==> src/rtl/mul_pkg.sv <==
// Shared types, widths and the sequence-number kill predicate for the
// pipelined multiplier.
package mul_pkg;

  localparam int XLEN       = 32;
  localparam int NUM_STAGES = 4;
  localparam int SQN_W      = 7;
  localparam int TAG_W      = 7;
  localparam int BITS       = XLEN / NUM_STAGES;

  typedef enum logic [1:0] {
    MUL    = 2'd0,
    MULH   = 2'd1,
    MULHSU = 2'd2,
    MULHU  = 2'd3
  } mul_op_t;

  typedef struct packed {
    logic             taken;
    logic [SQN_W-1:0] sqN;
  } mul_branch_t;

  typedef struct packed {
    logic             valid;
    logic [XLEN-1:0]  srcA;
    logic [XLEN-1:0]  srcB;
    mul_op_t          op;
    logic [TAG_W-1:0] tagDst;
    logic [4:0]       nmDst;
    logic [SQN_W-1:0] sqN;
    logic [31:0]      pc;
  } mul_uop_t;

  typedef struct packed {
    logic             valid;
    logic [XLEN-1:0]  result;
    logic [TAG_W-1:0] tagDst;
    logic [4:0]       nmDst;
    logic [SQN_W-1:0] sqN;
    logic [2:0]       flags;
    logic             doNotCommit;
  } mul_res_t;

  // One in-flight op: conditioned operands plus the running partial sum.
  typedef struct packed {
    logic              valid;
    logic [2*XLEN-1:0] acc;
    logic [XLEN-1:0]   a;
    logic [XLEN-1:0]   b;
    logic              neg;
    mul_op_t           op;
    logic [TAG_W-1:0]  tagDst;
    logic [4:0]        nmDst;
    logic [SQN_W-1:0]  sqN;
  } mul_stage_t;

  // True when s is the same age as or older than ref_sqn (wrap-around compare).
  function automatic logic sqn_older_eq(input logic [SQN_W-1:0] s,
                                        input logic [SQN_W-1:0] ref_sqn);
    logic [SQN_W-1:0] d;
    d = s - ref_sqn;
    return $signed(d) <= 0;
  endfunction

  function automatic logic is_killed(input logic [SQN_W-1:0] s,
                                     input mul_branch_t br);
    return br.taken && !sqn_older_eq(s, br.sqN);
  endfunction

endpackage

==> src/rtl/multiply_pipelined_if.sv <==
// Issue/result bundle between the execute cluster and the multiplier.
interface multiply_pipelined_if;
  import mul_pkg::*;

  // Handshake: a uop transfers on a clk edge when en && IN_uop.valid &&
  // !IN_stall; OUT_busy mirrors IN_stall and issue must hold off while it is
  // high. OUT_uop transfers on any edge where OUT_uop.valid && !IN_stall, and
  // is held unchanged (apart from flushes) while IN_stall is high.
  logic        en;
  logic        IN_stall;
  logic        OUT_busy;
  mul_branch_t IN_branch;
  mul_uop_t    IN_uop;
  mul_res_t    OUT_uop;

  modport master (
    output en, IN_stall, IN_branch, IN_uop,
    input  OUT_busy, OUT_uop
  );

  modport slave (
    input  en, IN_stall, IN_branch, IN_uop,
    output OUT_busy, OUT_uop
  );
endinterface

==> src/rtl/mul_stage.sv <==
// One accumulation stage: adds the partial product of multiplier chunk STAGE
// and carries valid through stall/flush.
module mul_stage
  import mul_pkg::*;
#(
  parameter int STAGE = 1
) (
  input  logic        clk,
  input  logic        rst,
  input  logic        stall,
  input  mul_branch_t branch,
  input  mul_stage_t  prev,
  output mul_stage_t  cur,
  output logic        killed
);

  logic [XLEN+BITS-1:0] pp;
  logic [2*XLEN-1:0]    pp_sh;

  always_comb begin
    pp    = {{BITS{1'b0}}, prev.a} * {{XLEN{1'b0}}, prev.b[STAGE*BITS +: BITS]};
    pp_sh = {{(XLEN-BITS){1'b0}}, pp} << (STAGE*BITS);
  end

  assign killed = cur.valid && is_killed(cur.sqN, branch);

  always_ff @(posedge clk) begin
    if (rst) begin
      cur <= '0;
    end else if (stall) begin
      cur.valid <= cur.valid && !is_killed(cur.sqN, branch);
    end else begin
      cur       <= prev;
      cur.valid <= prev.valid && !is_killed(prev.sqN, branch);
      cur.acc   <= prev.acc + pp_sh;
    end
  end

endmodule

==> src/rtl/multiply_pipelined.sv <==
// Fully pipelined XLEN x XLEN multiplier (MUL/MULH/MULHSU/MULHU) with flush
// and backpressure. Optional perf counters under MUL_PERF_CNT_EN.
module multiply_pipelined
  import mul_pkg::*;
(
  input  logic clk,
  input  logic rst,
  multiply_pipelined_if.slave bus
`ifdef MUL_PERF_CNT_EN
  ,
  output logic [31:0] OUT_perfAccepted,
  output logic [31:0] OUT_perfFlushed
`endif
);

  logic                 accept;
  logic                 sign_a, sign_b, op_neg;
  logic [XLEN-1:0]      abs_a, abs_b, op_a, op_b;
  logic [XLEN+BITS-1:0] pp0;
  mul_stage_t           p0_q;
  mul_stage_t           p [NUM_STAGES];
  logic [NUM_STAGES-1:0] p_kill;
  mul_stage_t           last;
  logic [2*XLEN-1:0]    prod;
  logic [XLEN-1:0]      res_word;
  mul_res_t             res_q;
  logic                 res_kill;

  assign bus.OUT_busy = bus.IN_stall;
  assign accept = bus.en && bus.IN_uop.valid && !bus.IN_stall &&
                  !is_killed(bus.IN_uop.sqN, bus.IN_branch);

  // Signed forms multiply magnitudes and fix the sign after the last stage.
  always_comb begin
    sign_a = bus.IN_uop.srcA[XLEN-1];
    sign_b = bus.IN_uop.srcB[XLEN-1];
    abs_a  = sign_a ? -bus.IN_uop.srcA : bus.IN_uop.srcA;
    abs_b  = sign_b ? -bus.IN_uop.srcB : bus.IN_uop.srcB;
    op_a   = bus.IN_uop.srcA;
    op_b   = bus.IN_uop.srcB;
    op_neg = 1'b0;
    case (bus.IN_uop.op)
      MULH: begin
        op_a   = abs_a;
        op_b   = abs_b;
        op_neg = sign_a ^ sign_b;
      end
      MULHSU: begin
        op_a   = abs_a;
        op_neg = sign_a;
      end
      default: ;
    endcase
    pp0 = {{BITS{1'b0}}, op_a} * {{XLEN{1'b0}}, op_b[BITS-1:0]};
  end

  always_ff @(posedge clk) begin
    if (rst) begin
      p0_q <= '0;
    end else if (bus.IN_stall) begin
      p0_q.valid <= p0_q.valid && !is_killed(p0_q.sqN, bus.IN_branch);
    end else begin
      p0_q.valid <= accept;
      if (accept) begin
        p0_q.acc    <= {{(XLEN-BITS){1'b0}}, pp0};
        p0_q.a      <= op_a;
        p0_q.b      <= op_b;
        p0_q.neg    <= op_neg;
        p0_q.op     <= bus.IN_uop.op;
        p0_q.tagDst <= bus.IN_uop.tagDst;
        p0_q.nmDst  <= bus.IN_uop.nmDst;
        p0_q.sqN    <= bus.IN_uop.sqN;
      end
    end
  end

  assign p[0]      = p0_q;
  assign p_kill[0] = p0_q.valid && is_killed(p0_q.sqN, bus.IN_branch);

  for (genvar g = 1; g < NUM_STAGES; g++) begin : g_stage
    mul_stage #(.STAGE(g)) u_stage (
      .clk    (clk),
      .rst    (rst),
      .stall  (bus.IN_stall),
      .branch (bus.IN_branch),
      .prev   (p[g-1]),
      .cur    (p[g]),
      .killed (p_kill[g])
    );
  end

  assign last = p[NUM_STAGES-1];

  always_comb begin
    prod     = last.neg ? -last.acc : last.acc;
    res_word = (last.op == MUL) ? prod[XLEN-1:0] : prod[2*XLEN-1:XLEN];
  end

  // The result bus samples late, so a held result is still flushable.
  always_ff @(posedge clk) begin
    if (rst) begin
      res_q <= '0;
    end else if (bus.IN_stall) begin
      res_q.valid <= res_q.valid && !is_killed(res_q.sqN, bus.IN_branch);
    end else begin
      res_q.valid       <= last.valid && !is_killed(last.sqN, bus.IN_branch);
      res_q.result      <= res_word;
      res_q.tagDst      <= last.tagDst;
      res_q.nmDst       <= last.nmDst;
      res_q.sqN         <= last.sqN;
      res_q.flags       <= 3'b000;
      res_q.doNotCommit <= 1'b0;
    end
  end

  assign res_kill    = res_q.valid && is_killed(res_q.sqN, bus.IN_branch);
  assign bus.OUT_uop = res_q;

`ifdef MUL_PERF_CNT_EN
  logic [31:0] kill_cnt;

  always_comb begin
    kill_cnt = 32'(res_kill);
    for (int k = 0; k < NUM_STAGES; k++) kill_cnt = kill_cnt + 32'(p_kill[k]);
  end

  always_ff @(posedge clk) begin
    if (rst) begin
      OUT_perfAccepted <= '0;
      OUT_perfFlushed  <= '0;
    end else begin
      OUT_perfAccepted <= OUT_perfAccepted + 32'(accept);
      OUT_perfFlushed  <= OUT_perfFlushed + kill_cnt;
    end
  end

  logic unused_bits;
  assign unused_bits = ^{bus.IN_uop.pc, last.a, last.b};
`else
  logic unused_bits;
  assign unused_bits = ^{bus.IN_uop.pc, last.a, last.b, p_kill, res_kill};
`endif

endmodule

==> src/flat_wrapper.sv <==
// flat-port wrapper written by rule: the top's interface ports become plain ports
module multiply_pipelined_flat import mul_pkg::*;
  (clk, rst, bus_en, bus_IN_stall, bus_IN_branch, bus_IN_uop, bus_OUT_busy, bus_OUT_uop);
  multiply_pipelined_if bus_i ();
  input  logic clk;
  input  logic rst;
  input wire logic [$bits(bus_i.en)-1:0] bus_en;
  input wire logic [$bits(bus_i.IN_stall)-1:0] bus_IN_stall;
  input wire logic [$bits(bus_i.IN_branch)-1:0] bus_IN_branch;
  input wire logic [$bits(bus_i.IN_uop)-1:0] bus_IN_uop;
  output wire logic [$bits(bus_i.OUT_busy)-1:0] bus_OUT_busy;
  output wire logic [$bits(bus_i.OUT_uop)-1:0] bus_OUT_uop;
  assign bus_i.en = bus_en;
  assign bus_i.IN_stall = bus_IN_stall;
  assign bus_i.IN_branch = bus_IN_branch;
  assign bus_i.IN_uop = bus_IN_uop;
  assign bus_OUT_busy = bus_i.OUT_busy;
  assign bus_OUT_uop = bus_i.OUT_uop;
  multiply_pipelined u_core (.clk(clk), .rst(rst), .bus(bus_i));
endmodule
==> config.mk <==
export PLATFORM = sky130hd
export DESIGN_NAME = multiply_pipelined_flat
export DESIGN_NICKNAME = d
export VERILOG_FILES = /design/src/rtl/mul_pkg.sv /design/src/rtl/multiply_pipelined_if.sv /design/src/rtl/mul_stage.sv /design/src/rtl/multiply_pipelined.sv /design/src/flat_wrapper.sv
export SDC_FILE = /design/constraint.sdc
export NUM_CORES = 2
export LEC_CHECK = 0
export ABC_AREA = 0
export CELL_PAD_IN_SITES_DETAIL_PLACEMENT = 0
export CELL_PAD_IN_SITES_GLOBAL_PLACEMENT = 1
export CORE_MARGIN = 2
export CORE_UTILIZATION = 52
export CTS_BUF_LIST = sky130_fd_sc_hd__clkbuf_4
export DETAILED_ROUTE_END_ITERATION = 8
export DONT_BUFFER_PORTS = 1
export PLACE_DENSITY = 0.9
export SETUP_SLACK_MARGIN = 0.1
export SYNTH_ARGS = -nofsm -noshare
export SYNTH_HDL_FRONTEND = slang
export SYNTH_SLANG_ARGS = --single-unit
==> constraint.sdc <==
create_clock -name clk -period 8.3 [get_ports clk]
set_input_delay 0.415 -clock clk [delete_from_list [all_inputs] [get_ports clk]]
set_output_delay 0.415 -clock clk [all_outputs]
set_load 0.01 [all_outputs]
# After elaboration in Yosys (flattened, before gate mapping)
# Cells that the tools add are included.
# op_classes
n_addsub	12
n_mux	12
n_eq_ne	2
magnitude_cmp	6
multipliers	4
bitwise	2
reduce_logical	30
# op_table
op	n
32-bit by 8-bit multiplier with 40-bit output	4
32-bit two-way mux	5
64-bit by 56-bit adder with 64-bit output	1
64-bit adder	1
64-bit two-way mux	1
32-bit negation	2
64-bit negation	1
40-bit by 48-bit adder with 49-bit output	1
7-bit by 1-bit less-or-equal comparator with 1-bit output (second input constant)	6
7-bit subtractor	6
1-bit logical AND	14
1-bit logical NOT	13
1-bit two-way mux	5
2-bit by 1-bit equality test with 1-bit output (second input constant)	1
2-bit equality test (second input constant)	1
2-bit logical NOT	1
1-bit case mux with 2 select lines	1
2-bit AND reduction	1
2-bit OR reduction	1
1-bit inverter	1
1-bit bitwise XOR	1
# word_totals
register_bits	568
input_bits	130
elab_cells	107
output_inout_bits	57

# Longest topological paths before layout
# depth
ltp_word	7
depth_mapped	34
depth_no_buf	33

# Cells and area by module
# A second synthesis with hierarchy kept.
# hier_totals
cells_unflattened	7885
area_unflattened_um2	66496.3
# by_module_without_submodules
module	area_per_inst_um2	cells_each	seq_area_each_um2	n_inst
multiply_pipelined	17814.6	2229	3583.4	1
mul_stage (u_core.g_stage[1].u_stage)	16642.2	1938	3022.9	1
mul_stage (u_core.g_stage[2].u_stage)	16331.9	1918	3022.9	1
mul_stage (u_core.g_stage[3].u_stage)	15707.6	1800	3022.9	1

# Worst setup path after synthesis
# OpenSTA, ideal clock, no wires.
# synth_path
kind	reg2reg
startpoint	reg u_core.g_stage[2].u_stage.cur[48] (netlist name)
endpoint	reg u_core.g_stage[3].u_stage.cur[148] (netlist name)
path_buffers	1
setup_time_ns	0.086
arrival_time_ns	7.107
required_time_ns	8.214
setup_slack_ns	1.108
synth_period_minus_slack_ns	7.192
stages_incl_launch_ff	33
path_cell_list	dfxtp_1 > clkbuf_1 > nand2_1 > fa_1 > fa_1 > inv_1 > fa_1 > inv_1 > fa_1 > inv_1 > ha_1 > a21oi_1 > o31ai_1 > a211o_1 > a31oi_1 > o21a_1 > o21ai_0 > a21oi_1 > o21bai_1 > a21o_1 > a21oi_1 > xnor2_1 > ha_1 > a21o_1 > a211oi_1 > o21bai_1 > a211oi_1 > nor3b_1 > o31ai_1 > a21oi_1 > nor3b_1 > xnor2_1 > a211oi_1
# synth_via
elab_chain_cells	2
# synth_rtl
item	line	source
from (decl)	mul_stage.sv:13	output mul_stage_t cur,
from (signal assigned)	mul_stage.sv:33	cur <= prev;
32-bit by 8-bit multiplier with 40-bit output	mul_stage.sv:21	pp = {{BITS{1'b0}}, prev.a} * {{XLEN{1'b0}}, prev.b[STAGE*BITS +: BITS]};
64-bit adder	mul_stage.sv:35	cur.acc <= prev.acc + pp_sh;
to (signal assigned)	mul_stage.sv:33	
to (decl)	mul_stage.sv:13	
# No other way between the ends.
# A chain may end at the register's enable or synchronous reset.

# Worst setup path in the final report
# layout_path
startpoint	reg u_core.g_stage[1].u_stage.cur[55] (netlist name)
endpoint	reg u_core.g_stage[2].u_stage.cur[140] (netlist name)
# layout_via
elab_chain_cells	2
# layout_rtl
item	line
from (decl)	mul_stage.sv:13
from (signal assigned)	mul_stage.sv:33
32-bit by 8-bit multiplier with 40-bit output	mul_stage.sv:21
64-bit by 56-bit adder with 64-bit output	mul_stage.sv:35
# No other way between the ends.

==> impl_summary.txt <==
----------------------------------------------------
[Clocking]
  Total number of clock tree sinks ... 498
  CTS Buf Count ... 140
  CTS tree ... yes
  CTS Root Buffer Type ... sky130_fd_sc_hd__clkbuf_4
  Clock-pin slew of the registers on the worst-case setup and hold paths ... 0.07 ns
  Maximum count of clock buffers along a single path ... 3
  Number of levels in the clock H-tree ... 4
  Clock latency on the worst-skew pair ... between 1 and 1.5 ns

[Global route]
  Overall track demand over capacity in global routing ... 28.1%
  Number of antenna violations at the first check in global routing ... 6
  Via count of the first global-routing pass ... 49500
  Wire length of the first global-routing pass ... 263000 um
  Pin count of the biggest net entering global routing ... 474
  Overflow left after global routing ... 0

[Floorplan]
  Die Span Y ... ~340 um
  Die area ... 115000 um2
  Initial Utilization ... a little over half
  Cell Rows ... 123
  Core Area ... 112000 um2
  Number of I/O pins ... 187
  Width of the die ... 340 um

[Worst setup path]
  Startpoint type of the worst setup path ... flop
  Crit end category ... flop
  Crit-path slowest cell ... sky130_fd_sc_hd__dfxtp_1
  Type of the worst setup path ... flop to flop
  CP Max Fanout ... 10
  Arrival time worst endpoint ... 8.76 ns
  Required arrival time at the worst endpoint ... 9.23 ns
  Longest individual stage delay on the worst path ... 0.58 ns

[Hold path]
  Worst hold-check path type ... input port to flop

[Timing]
  Final critical path time including I/O delays and setup ... 7.83 ns
  Max-slew violation count ... 0
  Count of final hold-check violations ... 0
  Rel. slew slack ... 21.8%
  Worst clock skew ... around 0.078 ns
  Setup repair after global routing missed its margin ... yes
  Fraction of the cycle the final worst path needs ... 94.3%
  Number of endpoints failing setup at the final stage ... 0
  Maximum operating frequency ... about 130 MHz
  Transition time of the tightest slew-check pin ... 1.16 ns
  Sum of negative setup slack ... 0 ns

[Place]
  Count of input and output buffers ... 0
  Final estimated routing congestion in global placement ... roughly 0.95
  HPWL after DPL ... 121000 um

[Yosys]
  Mean cell area of the mapped netlist ... 8.35 um2
  Most frequently used flop master after synthesis ... sky130_fd_sc_hd__dfxtp_1
  Total of flip-flops plus latches after synthesis ... 498
  Number of enable-type register cells in the synthesized netlist ... 0
  Area of the mapped netlist ... between 50000 and 60000 um2
  Sequential-to-total area share from yosys stat ... 17.0%
  Netlist cell types ... slightly below 90
  Synth warn ... 0
  Cells after Synth ... approximately 7000
  Proportion of register bits with asynchronous set or reset after synthesis ... 0%

[Routing]
  Via count of the routed design ... 49100
  DRT antenna net count ... 0
  Average via count per standard cell ... about 5.6
  Wire length on met1 ... 71900 um
  Total met3 wirelength after detailed routing ... 11300 um
  Count of routing violations after the opening detailed-route iteration ... 3347
  Post-route DRC ... 0
  Routed Wire Length ... approximately 160000 um
  Drt pass-1 iters ... 7
  Met2 WL post-DR ... 73700 um
  Top metal layer carrying routed signals ... met5
  Average wire length per cell after detail routing ... about 19 um

[Power and ir drop]
  Leakage ... 0.0305 uW
  PnR Total Power ... 10800 uW
  Total power density per cell area ... approximately 170 nW/um2
  Worst VDD drop ... 310 uV

[Layout]
  Signed area change from the synthesized netlist to the final layout ... 9.50%
  Number of nets in the layout ... 8386
  Layout cells sized above 1 ... under 10%
  Fill cell count ... 10200

[Outcome]
  Status ... finished, final reports clean

[Job]
  Max-capacitance violation count ... 0

----------------------------------------------------
## repair_timing
item                                   4_1_cts  5_1_grt
resized for setup                            0       49
hold buffers                               222        2
endpoints found under the hold margin      496      104
buffers inserted                             0        2
setup endpoints to repair                    0       22
## routing by layer
layer / vias up / GRT usage [%]
met5: - / 0
met4: 4 / 10.2
met3: 309 / 5.67
met2: 1547 / 44.9
met1: 24000 / 37.9
li1: 23200 / -
## placed cells by master, fill, tap and decap left out, types with 90 or more instances in the layout
cell                            instances
sky130_fd_sc_hd__a211oi_1             110
sky130_fd_sc_hd__a21o_1               144
sky130_fd_sc_hd__a21oi_1              438
sky130_fd_sc_hd__and2_1               590
sky130_fd_sc_hd__buf_4                 90
sky130_fd_sc_hd__clkbuf_4             190
sky130_fd_sc_hd__dfxtp_1              472
sky130_fd_sc_hd__dlygate4sd3_1        222
sky130_fd_sc_hd__fa_1                 723
sky130_fd_sc_hd__ha_1                 396
sky130_fd_sc_hd__inv_1                802
sky130_fd_sc_hd__mux2i_1              245
sky130_fd_sc_hd__nand2_1              710
sky130_fd_sc_hd__nor2_1               722
sky130_fd_sc_hd__o21ai_0              173
sky130_fd_sc_hd__xnor2_1              209
sky130_fd_sc_hd__xor2_1               118
## cell type report
type	count	area, um2	area share [%]
Multi-Input combinational cell	5372	44400	69.2
Clock buffer	190	1430	2.23
Sequential cell	498	10000	15.6
Antenna cell	5	12.5	0.0195
Tap cell	1500	1880	2.93
Inverter	803	3020	4.71
Clock inverter	44	267	0.416
Timing Repair Buffer	322	3110	4.85
## cell families after synthesis
logic type / after synthesis / synth area share [%]
other cells: 1 / 0.00641
fa+ha+maj: 1119 / 33.2
compound gates: 1200 / 13.0
xor+xnor: 331 / 4.95
buf+inv: 1143 / 7.38
simple gates: 2473 / 20.2
mux: 245 / 4.19
flops: 498 / 17.0
## where the power goes
group	total, uW	switching, uW	leakage (uW)	internal, uW
Combinational	5880	3430	0.0254	2450
Clock	2220	1140	0.00100	1080
Sequential	2750	210	0.00404	2540
Total	10800	4780	0.0305	6070
## metrics by stage
| stage | std cells | area (um2) | hold WS [ns] | utilization, % | worst slack, ns |
|---|---|---|---|---|---|
| 2_1_floorplan | 7013 | 58600 | 0.431 | - | 1.11 |
| 3_3_place_gp | 8265 | 59900 | 0.438 | 53.4 | 0.459 |
| 3_5_place_dp | 8265 | 59900 | 0.447 | 53.4 | 0.357 |
| 4_1_cts | 8721 | 63800 | 0.00219 | 56.9 | 0.160 |
| 5_1_grt | 8734 | 64100 | 0.0461 | 57.2 | 0.0818 |
| 6_report | 8734 | 64100 | 0.0750 | 57.2 | 0.471 |
## worst max-delay path: cells and delay by family (launching register included)
family                   cells  cell delay, ns
AO/OA/AOI/OAI               16            3.17
XOR/XNOR                     2            0.31
adder cells (fa/ha/maj)      6            2.50
buffers and inverters        4            0.68
flip-flops                   1            0.58
AND/OR/NAND/NOR              4            0.51
## sequential cells by signal (all words and copies together) (netlist names)
name / count
u_core.g_stage.u_stage.cur: 327
u_core.p: 119
u_core.bus.OUT_uop: 52
## synthesized netlist by cell type (10+ instances only)
library cell / count / area [um2]
sky130_fd_sc_hd__inv_1: 803 / 3010
sky130_fd_sc_hd__o21bai_1: 28 / 210
sky130_fd_sc_hd__a21boi_0: 13 / 97.6
sky130_fd_sc_hd__nand2b_1: 80 / 500
sky130_fd_sc_hd__and2_1: 590 / 3690
sky130_fd_sc_hd__nor2b_1: 38 / 238
sky130_fd_sc_hd__o41ai_1: 11 / 96.3
sky130_fd_sc_hd__nand3_1: 70 / 350
sky130_fd_sc_hd__a311oi_1: 13 / 114
sky130_fd_sc_hd__nor3_1: 75 / 375
sky130_fd_sc_hd__o21ai_0: 174 / 871
sky130_fd_sc_hd__o22ai_1: 10 / 62.6
sky130_fd_sc_hd__nor4_1: 29 / 181
sky130_fd_sc_hd__mux2i_1: 245 / 2450
sky130_fd_sc_hd__a211oi_1: 111 / 833
sky130_fd_sc_hd__nand2_1: 710 / 2670
sky130_fd_sc_hd__o21a_1: 43 / 323
sky130_fd_sc_hd__nor3b_1: 11 / 82.6
sky130_fd_sc_hd__dfxtp_1: 498 / 9970
sky130_fd_sc_hd__a31o_2: 11 / 96.3
sky130_fd_sc_hd__nand4_1: 31 / 194
sky130_fd_sc_hd__xnor2_1: 212 / 1860
sky130_fd_sc_hd__or2_2: 15 / 93.8
sky130_fd_sc_hd__or4_1: 15 / 113
sky130_fd_sc_hd__nor2_1: 723 / 2710
sky130_fd_sc_hd__a21oi_1: 438 / 2190
sky130_fd_sc_hd__ha_1: 396 / 4950
sky130_fd_sc_hd__fa_1: 723 / 14500
sky130_fd_sc_hd__a31oi_1: 42 / 263
sky130_fd_sc_hd__o31ai_1: 18 / 135
sky130_fd_sc_hd__clkbuf_1: 288 / 1080
sky130_fd_sc_hd__and3_1: 27 / 169
sky130_fd_sc_hd__o2111ai_1: 10 / 87.6
sky130_fd_sc_hd__or3_1: 26 / 163
sky130_fd_sc_hd__a21o_1: 144 / 1080
sky130_fd_sc_hd__xor2_1: 119 / 1040
sky130_fd_sc_hd__a2111oi_0: 18 / 158
sky130_fd_sc_hd__o211ai_1: 26 / 195
sky130_fd_sc_hd__buf_1: 39 / 146
## final timing paths
check / endpoint / start / slack [ns] / depth (start not counted)
min reg2reg: u_core.g_stage[1].u_stage.cur[90] / u_core.p[543] / 0.45 / 2
min: u_core.p[527] / bus_IN_uop[103] / 0.08 / 5
max: u_core.g_stage[2].u_stage.cur[140] / u_core.g_stage[1].u_stage.cur[55] / 0.47 / 32
max reg2reg: u_core.g_stage[2].u_stage.cur[140] / u_core.g_stage[1].u_stage.cur[55] / 0.47 / 32
No activity file was read; power rests on OpenSTA's default activity.
